<file path="config.mk">
export PLATFORM = sky130hd
export DESIGN_NAME = hazard_fwd_ctrl
export DESIGN_NICKNAME = d
export VERILOG_FILES = /design/src/rtl/arm_pkg.sv /design/src/rtl/hazard_fwd_ctrl_fwd_select.sv /design/src/rtl/hazard_fwd_ctrl.sv
export SDC_FILE = /design/constraint.sdc
export NUM_CORES = 1
export LEC_CHECK = 0
export CORE_MARGIN = 3
export CORE_UTILIZATION = 46
export DETAILED_ROUTE_END_ITERATION = 10
export GPL_TIMING_DRIVEN = 0
export PLACE_DENSITY = 0.79
export SLEW_MARGIN = 40
export SYNTH_ARGS = -nofsm -noshare
export SYNTH_HDL_FRONTEND = slang
export SYNTH_SLANG_ARGS = --single-unit
</file>
<file path="constraint.sdc">
create_clock -name clk -period 1.9 [get_ports clk]
set_input_delay 0.285 -clock clk [delete_from_list [all_inputs] [get_ports clk]]
set_output_delay 0.285 -clock clk [all_outputs]
set_load 0.01 [all_outputs]
</file>
<file path="src/rtl/arm_pkg.sv">
// Shared definitions for the EXE-stage hazard/forwarding logic.
//   FWD_*        encodings of the EXE operand-mux selects
//   REG_IDX_W    width of an architectural register index
//   stage_tag_t  register tag carried by a pipeline stage
package arm_pkg;

  localparam int REG_IDX_W = 4;

  // FWD_EXE selects the ALU result that now sits in MEM.
  // FWD_MEM selects the memory-stage result that now sits in WB.
  localparam logic [1:0] FWD_RF  = 2'b00;
  localparam logic [1:0] FWD_MEM = 2'b01;
  localparam logic [1:0] FWD_EXE = 2'b10;

  typedef struct packed {
    logic                 v;
    logic [REG_IDX_W-1:0] dest;
    logic                 wb;
    logic                 mr;
  } stage_tag_t;

endpackage

</file>
<file path="src/rtl/hazard_fwd_ctrl_fwd_select.sv">
// Priority forwarding compare for one EXE operand.
//   en        operand is valid and read, and forwarding is enabled
//   src       register index read by the EX instruction
//   mem_act   MEM stage holds a valid, writing instruction
//   mem_dest  MEM stage destination index
//   wb_act    WB stage holds a valid, writing instruction
//   wb_dest   WB stage destination index
//   sel       operand mux select (FWD_RF / FWD_MEM / FWD_EXE)
module fwd_select
  import arm_pkg::*;
(
  input  logic                 en,
  input  logic [REG_IDX_W-1:0] src,
  input  logic                 mem_act,
  input  logic [REG_IDX_W-1:0] mem_dest,
  input  logic                 wb_act,
  input  logic [REG_IDX_W-1:0] wb_dest,
  output logic [1:0]           sel
);

  // The MEM stage holds the newer value, so it wins when both stages match.
  always_comb begin
    sel = FWD_RF;
    if (en) begin
      if (mem_act && (mem_dest == src)) begin
        sel = FWD_EXE;
      end else if (wb_act && (wb_dest == src)) begin
        sel = FWD_MEM;
      end
    end
  end

endmodule

</file>
<file path="src/rtl/hazard_fwd_ctrl.sv">
// Hazard controller between ID and EXE. Shadows the register tags of the
// EX, MEM and WB stages and derives operand forwarding, load-use stall,
// branch flush and saturating stall/flush counters.
//   clk, rst        clock; asynchronous active-low reset
//   id_*            decode fields of the instruction currently in ID
//   branch_taken    EX instruction redirects the PC this cycle
//   forward1/2      EXE operand mux selects
//   stall           hold PC and IF/ID, bubble into ID/EX
//   flush           clear IF/ID and ID/EX this edge
//   stall_cnt       saturating count of stall cycles
//   flush_cnt       saturating count of flush cycles
module hazard_fwd_ctrl
  import arm_pkg::*;
#(
  parameter int FWD_EN = 1,
  parameter int CNT_W  = 16
) (
  input  logic                 clk,
  input  logic                 rst,
  input  logic                 id_valid,
  input  logic [REG_IDX_W-1:0] id_src1,
  input  logic [REG_IDX_W-1:0] id_src2,
  input  logic                 id_two_src,
  input  logic [REG_IDX_W-1:0] id_dest,
  input  logic                 id_wb_en,
  input  logic                 id_mem_read,
  input  logic                 branch_taken,
  output logic [1:0]           forward1,
  output logic [1:0]           forward2,
  output logic                 stall,
  output logic                 flush,
  output logic [CNT_W-1:0]     stall_cnt,
  output logic [CNT_W-1:0]     flush_cnt
);

  localparam logic FWD_ON = (FWD_EN != 0);

  function automatic logic [CNT_W-1:0] sat_inc(input logic [CNT_W-1:0] c);
    if (&c) begin
      return c;
    end
    return c + {{(CNT_W-1){1'b0}}, 1'b1};
  endfunction

  // EX stage carries its source tags too, since forwarding is resolved there.
  stage_tag_t           ex_q, ex_d;
  logic [REG_IDX_W-1:0] ex_src1_q, ex_src1_d;
  logic [REG_IDX_W-1:0] ex_src2_q, ex_src2_d;
  logic                 ex_two_q, ex_two_d;

  // Past EX only the write-back tag matters; load status no longer affects anything.
  logic                 mem_v_q, mem_v_d;
  logic                 mem_wb_q, mem_wb_d;
  logic [REG_IDX_W-1:0] mem_dest_q, mem_dest_d;
  logic                 wb_v_q, wb_v_d;
  logic                 wb_wb_q, wb_wb_d;
  logic [REG_IDX_W-1:0] wb_dest_q, wb_dest_d;

  logic [CNT_W-1:0]     stall_cnt_q, stall_cnt_d;
  logic [CNT_W-1:0]     flush_cnt_q, flush_cnt_d;

  logic                 ex_hit1, ex_hit2, mem_hit, raw_hit;

  // Forwarding selects
  fwd_select u_fwd1 (
    .en       (FWD_ON && ex_q.v),
    .src      (ex_src1_q),
    .mem_act  (mem_v_q && mem_wb_q),
    .mem_dest (mem_dest_q),
    .wb_act   (wb_v_q && wb_wb_q),
    .wb_dest  (wb_dest_q),
    .sel      (forward1)
  );

  fwd_select u_fwd2 (
    .en       (FWD_ON && ex_q.v && ex_two_q),
    .src      (ex_src2_q),
    .mem_act  (mem_v_q && mem_wb_q),
    .mem_dest (mem_dest_q),
    .wb_act   (wb_v_q && wb_wb_q),
    .wb_dest  (wb_dest_q),
    .sel      (forward2)
  );

  // Stall / flush decision from shadow state and ID fields
  always_comb begin
    ex_hit1 = ex_q.v && ex_q.wb && (ex_q.dest == id_src1);
    ex_hit2 = ex_q.v && ex_q.wb && id_two_src && (ex_q.dest == id_src2);
    mem_hit = mem_v_q && mem_wb_q &&
              ((mem_dest_q == id_src1) || (id_two_src && (mem_dest_q == id_src2)));
    if (FWD_ON) begin
      // Only a load in EX cannot be forwarded in time.
      raw_hit = ex_q.mr && (ex_hit1 || ex_hit2);
    end else begin
      // WB is excluded: the register file writes in the first half-cycle.
      raw_hit = ex_hit1 || ex_hit2 || mem_hit;
    end
    flush = branch_taken;
    // A flush discards the ID instruction anyway, so it overrides the stall.
    stall = id_valid && raw_hit && !branch_taken;
  end

  // Next shadow state and counters
  always_comb begin
    ex_d      = ex_q;
    ex_src1_d = ex_src1_q;
    ex_src2_d = ex_src2_q;
    ex_two_d  = ex_two_q;
    if (stall || flush) begin
      ex_d.v = 1'b0;
    end else begin
      ex_d.v    = id_valid;
      ex_d.dest = id_dest;
      ex_d.wb   = id_wb_en;
      ex_d.mr   = id_mem_read;
      ex_src1_d = id_src1;
      ex_src2_d = id_src2;
      ex_two_d  = id_two_src;
    end
    mem_v_d     = ex_q.v;
    mem_wb_d    = ex_q.wb;
    mem_dest_d  = ex_q.dest;
    wb_v_d      = mem_v_q;
    wb_wb_d     = mem_wb_q;
    wb_dest_d   = mem_dest_q;
    stall_cnt_d = stall ? sat_inc(stall_cnt_q) : stall_cnt_q;
    flush_cnt_d = flush ? sat_inc(flush_cnt_q) : flush_cnt_q;
  end

  // State register: reset clears only the control bits; tags are don't-care while invalid.
  always_ff @(posedge clk or negedge rst) begin
    if (!rst) begin
      ex_q.v      <= 1'b0;
      ex_q.wb     <= 1'b0;
      ex_q.mr     <= 1'b0;
      mem_v_q     <= 1'b0;
      mem_wb_q    <= 1'b0;
      wb_v_q      <= 1'b0;
      wb_wb_q     <= 1'b0;
      stall_cnt_q <= '0;
      flush_cnt_q <= '0;
    end else begin
      ex_q        <= ex_d;
      ex_src1_q   <= ex_src1_d;
      ex_src2_q   <= ex_src2_d;
      ex_two_q    <= ex_two_d;
      mem_v_q     <= mem_v_d;
      mem_wb_q    <= mem_wb_d;
      mem_dest_q  <= mem_dest_d;
      wb_v_q      <= wb_v_d;
      wb_wb_q     <= wb_wb_d;
      wb_dest_q   <= wb_dest_d;
      stall_cnt_q <= stall_cnt_d;
      flush_cnt_q <= flush_cnt_d;
    end
  end

  assign stall_cnt = stall_cnt_q;
  assign flush_cnt = flush_cnt_q;

endmodule

</file>
== Yosys cells after proc, flatten, opt, wreduce, memory -nomap -nowiden ==
Index checks and enable logic that the tools add are counted.

* $add $sub $neg: 2
* Equal/unequal tests: 8
* Multiplexer cells: 11
* Bitwise logic cells: 1
* Reduce and logical (&&, ||, !) cells: 22

{| class="wikitable"
|+ Operator list
! kind !! number
|-
| $add 16x1->16 const B || 2
|-
| $mux 16 || 2
|-
| $reduce_and 16->1 || 2
|-
| $eq 4x4->1 || 6
|-
| $logic_and 1x1->1 || 14
|-
| $mux 2 || 4
|-
| $reduce_and 2->1 || 3
|-
| $mux 1 || 5
|-
| $ne 2x2->1 const B || 2
|-
| $logic_or 1x1->1 || 2
|-
| $logic_not 1->1 || 1
|-
| $not 1->1 || 1
|}

* Flip-flop bits (word level): 60
* Bits of input ports: 19

== Depth between registers and ports, before layout ==
Gate-level depths: netlist of the first run.

* Depth in word-level cells: 10
* Gate-level depth with buffers: 7

== Cells and area by module ==
A second synthesis of the first run with hierarchy kept.

* Cells, all modules: 232
* Area, all modules: 2826.5 um^2

{| class="wikitable"
|+ Modules (own cells, without submodules)
! module !! times used !! cells an instance !! area an instance (um^2) !! sequential area each (um^2)
|-
| hazard_fwd_ctrl || 1 || 204 || 2591.2 || 1606.5
|-
| fwd_select || 2 || 14 || 117.6 || 0.0
|}

== Least setup slack after synthesis of the first run ==
OpenSTA, ideal clock, no wires.

* Kind: register to register
* Start point: register ex_q (netlist bit mem_dest_d[1])
* End point: register ex_src1_q[0] (enable)
* Arrival: 1.618 ns
* Data required time: 1.539 ns
* Setup slack: -0.079 ns
* Stages on the path, launching flop included: 7
* Period minus slack after synthesis: 1.979 ns
* Cells stage by stage: edfxtp_1 -> xor2_1 -> nor3_2 -> a31oi_2 -> nor2_1 -> nand2_1 -> and3_1

* Longest elaborated chain between the ends: 9

{| class="wikitable"
|+ RTL lines
! item !! line !! source
|-
| start, declared || hazard_fwd_ctrl.sv:46 || <nowiki>stage_tag_t ex_q, ex_d;</nowiki>
|-
| $eq 4x4->1 (on tied branches) || hazard_fwd_ctrl.sv:87, hazard_fwd_ctrl.sv:88 ||
|-
| $logic_and 1x1->1 (on tied branches) || hazard_fwd_ctrl.sv:87, hazard_fwd_ctrl.sv:88 ||
|-
| $logic_or 1x1->1 * || n/a ||
|-
| $logic_and 1x1->1 * || hazard_fwd_ctrl.sv:93 || <nowiki>raw_hit = ex_q.mr && (ex_hit1 || ex_hit2);</nowiki>
|-
| $logic_and 1x1->1 * (2 in a row) || hazard_fwd_ctrl.sv:100 || <nowiki>stall = id_valid && raw_hit && !branch_taken;</nowiki>
|-
| $logic_or 1x1->1 * || hazard_fwd_ctrl.sv:109 || <nowiki>if (stall || flush) begin</nowiki>
|-
| $not 1->1 (no line) * || n/a ||
|-
| $reduce_and 2->1 (no line) * || n/a ||
|-
| end signal, assigned || hazard_fwd_ctrl.sv:144 || <nowiki>ex_src1_q <= ex_src1_d;</nowiki>
|-
| end, declared || hazard_fwd_ctrl.sv:47 || <nowiki>logic [REG_IDX_W-1:0] ex_src1_q, ex_src1_d;</nowiki>
|}

Mark *: on every way between the ends. The rest lies on a longest branch, timed or not.
A chain may end at the register's enable or synchronous reset.

== Worst setup path after layout of the first run ==
* Start point: register ex_q (netlist bit mem_dest_d[3])
* End point: register stall_cnt_q[1], in the netlist stall_cnt[1]

* Longest elaborated chain between the ends: 7

{| class="wikitable"
|+ RTL lines
! item !! line !! source
|-
| $eq 4x4->1 (on tied branches) || hazard_fwd_ctrl.sv:87, hazard_fwd_ctrl.sv:88 ||
|-
| $logic_and 1x1->1 (on tied branches) || hazard_fwd_ctrl.sv:87, hazard_fwd_ctrl.sv:88 ||
|-
| $logic_or 1x1->1 * || n/a ||
|-
| $logic_and 1x1->1 * || hazard_fwd_ctrl.sv:93 ||
|-
| $logic_and 1x1->1 * (2 in a row) || hazard_fwd_ctrl.sv:100 ||
|-
| $reduce_and 2->1 (no line) * || n/a ||
|-
| end signal, assigned || hazard_fwd_ctrl.sv:153 || <nowiki>stall_cnt_q <= stall_cnt_d;</nowiki>
|-
| end, declared || hazard_fwd_ctrl.sv:59 || <nowiki>logic [CNT_W-1:0] stall_cnt_q, stall_cnt_d;</nowiki>
|}

Marked as above.

==> results of run 1 <==
routing by layer:
| metal | wire length [um] | share of wire |
|---|---|---|
| met1 | 2340 | 0.42 |
| met2 | 2850 | 0.51 |
| met3 | 291 | 0.052 |
| met4 | 116 | 0.021 |
| met5 | 0 | 0 |
synth_stat cells (2+ instances only):
| library cell | count | share of area |
|---|---|---|
| xnor2_1 | 32 | 0.10 |
| nor2_1 | 6 | 0.0084 |
| nand3_1 | 17 | 0.032 |
| mux2_2 | 4 | 0.017 |
| ha_1 | 2 | 0.0093 |
| nor3_1 | 3 | 0.0056 |
| inv_1 | 3 | 0.0042 |
| a21oi_1 | 3 | 0.0056 |
| and3_1 | 8 | 0.019 |
| mux2i_1 | 2 | 0.0074 |
| xor2_1 | 16 | 0.052 |
| nor3_2 | 2 | 0.0074 |
| o21ai_0 | 2 | 0.0037 |
| nor4_1 | 2 | 0.0047 |
| nand4_1 | 14 | 0.033 |
| dfrtp_1 | 39 | 0.36 |
| nor4_2 | 2 | 0.0093 |
| a31oi_1 | 2 | 0.0047 |
| and2_1 | 3 | 0.0070 |
| nand2_1 | 16 | 0.022 |
| edfxtp_1 | 21 | 0.23 |
critical path, stage by stage (launching register included):
cell,delay (ps)
edfxtp_1,450
xor2_1,190
nor3_2,280
a31oi_4,180
buf_4,180
nor3_4,110
buf_6,150
mux2_2,330
final cells by class:
class	count	share of cell area
inverter	3	0.00301
multi-input combinational	147	0.300
buffer	4	0.00736
sequential	60	0.430
timing repair buffer	68	0.178
clock buffer	11	0.0378
tap	72	0.0241
clock inverter	5	0.0201
report_power, final:
part           switching, mW  internal, mW  total (mW)
Combinational          0.205         0.288       0.493
Sequential             0.122          1.45        1.58
Clock                  0.477         0.768        1.25
logic make-up after synthesis:
group	count (synthesis)	synth area share
fa+ha+maj	2	0.00930
flops	60	0.597
xor+xnor	48	0.156
simple gates	79	0.168
mux	6	0.0242
compound gates	11	0.0307
buf+inv	7	0.0144
worst max-delay path by stage:
stage	start	end	slack (ps)	depth (start not counted)
2_1_floorplan	mem_dest_d[1]	ex_src1_q[0]	60	6
3_3_place_gp	rst	ex_src1_q[2]	-1430	2
3_5_place_dp	id_src2[1]	ex_src1_q[2]	-560	7
4_1_cts	ex_src2_q[1]	forward2[1]	-150	5
5_1_grt	mem_dest_d[3]	stall	-150	5
6_report	mem_dest_d[3]	stall_cnt[1]	-70	7
through the flow:
stage	hold WS, ps	area (sq um)	cells
floorplan	-10.6	2690	213
global placement	356	3330	340
detailed placement	217	3360	341
CTS	214	3650	366
global route	244	3740	370
finish	228	3740	370
flip-flops by register name, indices dropped and copies added (netlist names):
register and count:
ex_q 1, ex_src1_q 4, ex_src2_q 4, ex_two_q 1
flush_cnt 16, mem_dest_d 4, mem_dest_q 4, mem_v_d 1
mem_v_q 1, mem_wb_d 1, mem_wb_q 1, stall_cnt 16
wb_dest_q 4, wb_v_q 1, wb_wb_q 1
what timing repair did:
item / CTS / global route
setup buffers: 7 / 5
gates resized for setup: 28 / 13
pin swaps: 9 / 13
setup endpoints to repair: 24 / 36
cloned: 1 / 0
hold endpoints to repair: 23 / 0
hold buffers: 1 / 0
==> impl_metrics.ini, run 1 <==
[floorplan]
std_cell_rows = 27
die_w_um = 82.5
ios = 57
start_util = 0.483
core-area_sq_mm = 0.00557
dieArea_sq_mm = 0.00680
die_h_um = 82.5

[synth]
synth_flop_cell = dfrtp_1
synthCells = 213
yosysWarnings = 0
postSynthAreaPerCell_sq_um = 12.6
synth-edff-count = 21
syn-cell-area_sq_mm = 0.00269
seq_area_frac_synth = 0.597
async_reset_ff_frac = 0.650
ys_ff_latch = 60
synth_cell_types = 35
synthesis.nets = 234

[detailed_routing]
antenna_left = 0
via_count = 1907
drc = 0
dr.pass1.iters = 4
wire_per_inst_um = 15.1
avgViaCountPerCell = 5.15
drt-total-wl_um = 5600
first_iter_violations = 87

[sta]
tightest_slew_ps = 386
finalCriticalPeriod_ps = 1970
final.setup.tns_ps = -258
fin_crit_sh = 1.04
relSlewSlack = 0.742
finalSetupViolCount = 13
clock_skew_ps = 7.77
hold_viol_final = 0
grt_setup_unrepaired = true
maxSlewViolCount = 0
layout_setup_ws_ps = -71.2
fmax_mhz = 507

[min_path]
hp-start = branch_taken
min_path_type = in2reg
hold_path_depth = 3
whs_endpoint = ex_q[0]

[critical_path]
end_kind = register
cp.arrival_ps = 2180
r2r_setup_slack_ps = -70
rr_startpoint = mem_dest_d[3]
required_ps = 2110
crit_path_start_kind = register
critPathKind = reg2reg
timing.rr.end = stall_cnt[1]
r2r_cells = 7
path_max_fanout = 8

[placed_design]
dp_worst_setup_slack_ps = -564
port_buffers = 55
globalplace.congestion = 0.829
hpwlAfterDp_um = 3760

[grt]
grt_max_degree = 27
grt.met3_usage = 0.0369
grt_overflow = 0
antenna_found_initial = 0
gr-usage-met2 = 0.287
gr-max-usage-layer = met2
met1_usage = 0.225
grt_use_total = 0.178
first_global_vias = 1914
grt_pass1_wl_um = 8890

[clock_network]
cts_tree = yes
clk_latency_ps = 330
cts_buffer_depth = 2
clockRootBuffer = clkbuf_8
cts_buffers = 9
clk_pin_slew_worst_paths_ps = 70
h-tree-depth = 3
clock-sinks = 60

[finish]
mostFrequentLayoutCell = clkdlybuf4s50_1
drive_gt1_frac = 0.201
seq_area_sq_mm = 0.00161
fin_util = 0.671
antennaDiodeCount = 0
syn2layout_area_growth_pct = 39.0
fillers = 410
nets = 314
multi_input_area_sq_mm = 0.00112
final_cell_mix = clkdlybuf4s50_1, dfrtp_1, xnor2_1

[run_status]
status = complete, but fails checks
violations = negative setup slack

[flow_run]
drv_cap = 0

[power]
power_density_mw_per_mm2 = 886
leakagePower_nw = 1.53
power_mw = 3.31
ir_drop_mv = 0.801
(Power assumes the default switching activity.)
==> inputs of run 2 (changes only) <==
HOLD_SLACK_MARGIN = 0.05   (was not set)
==> results of run 2 <==
The final DEF is identical to that of run 1; final timing and power are the same.
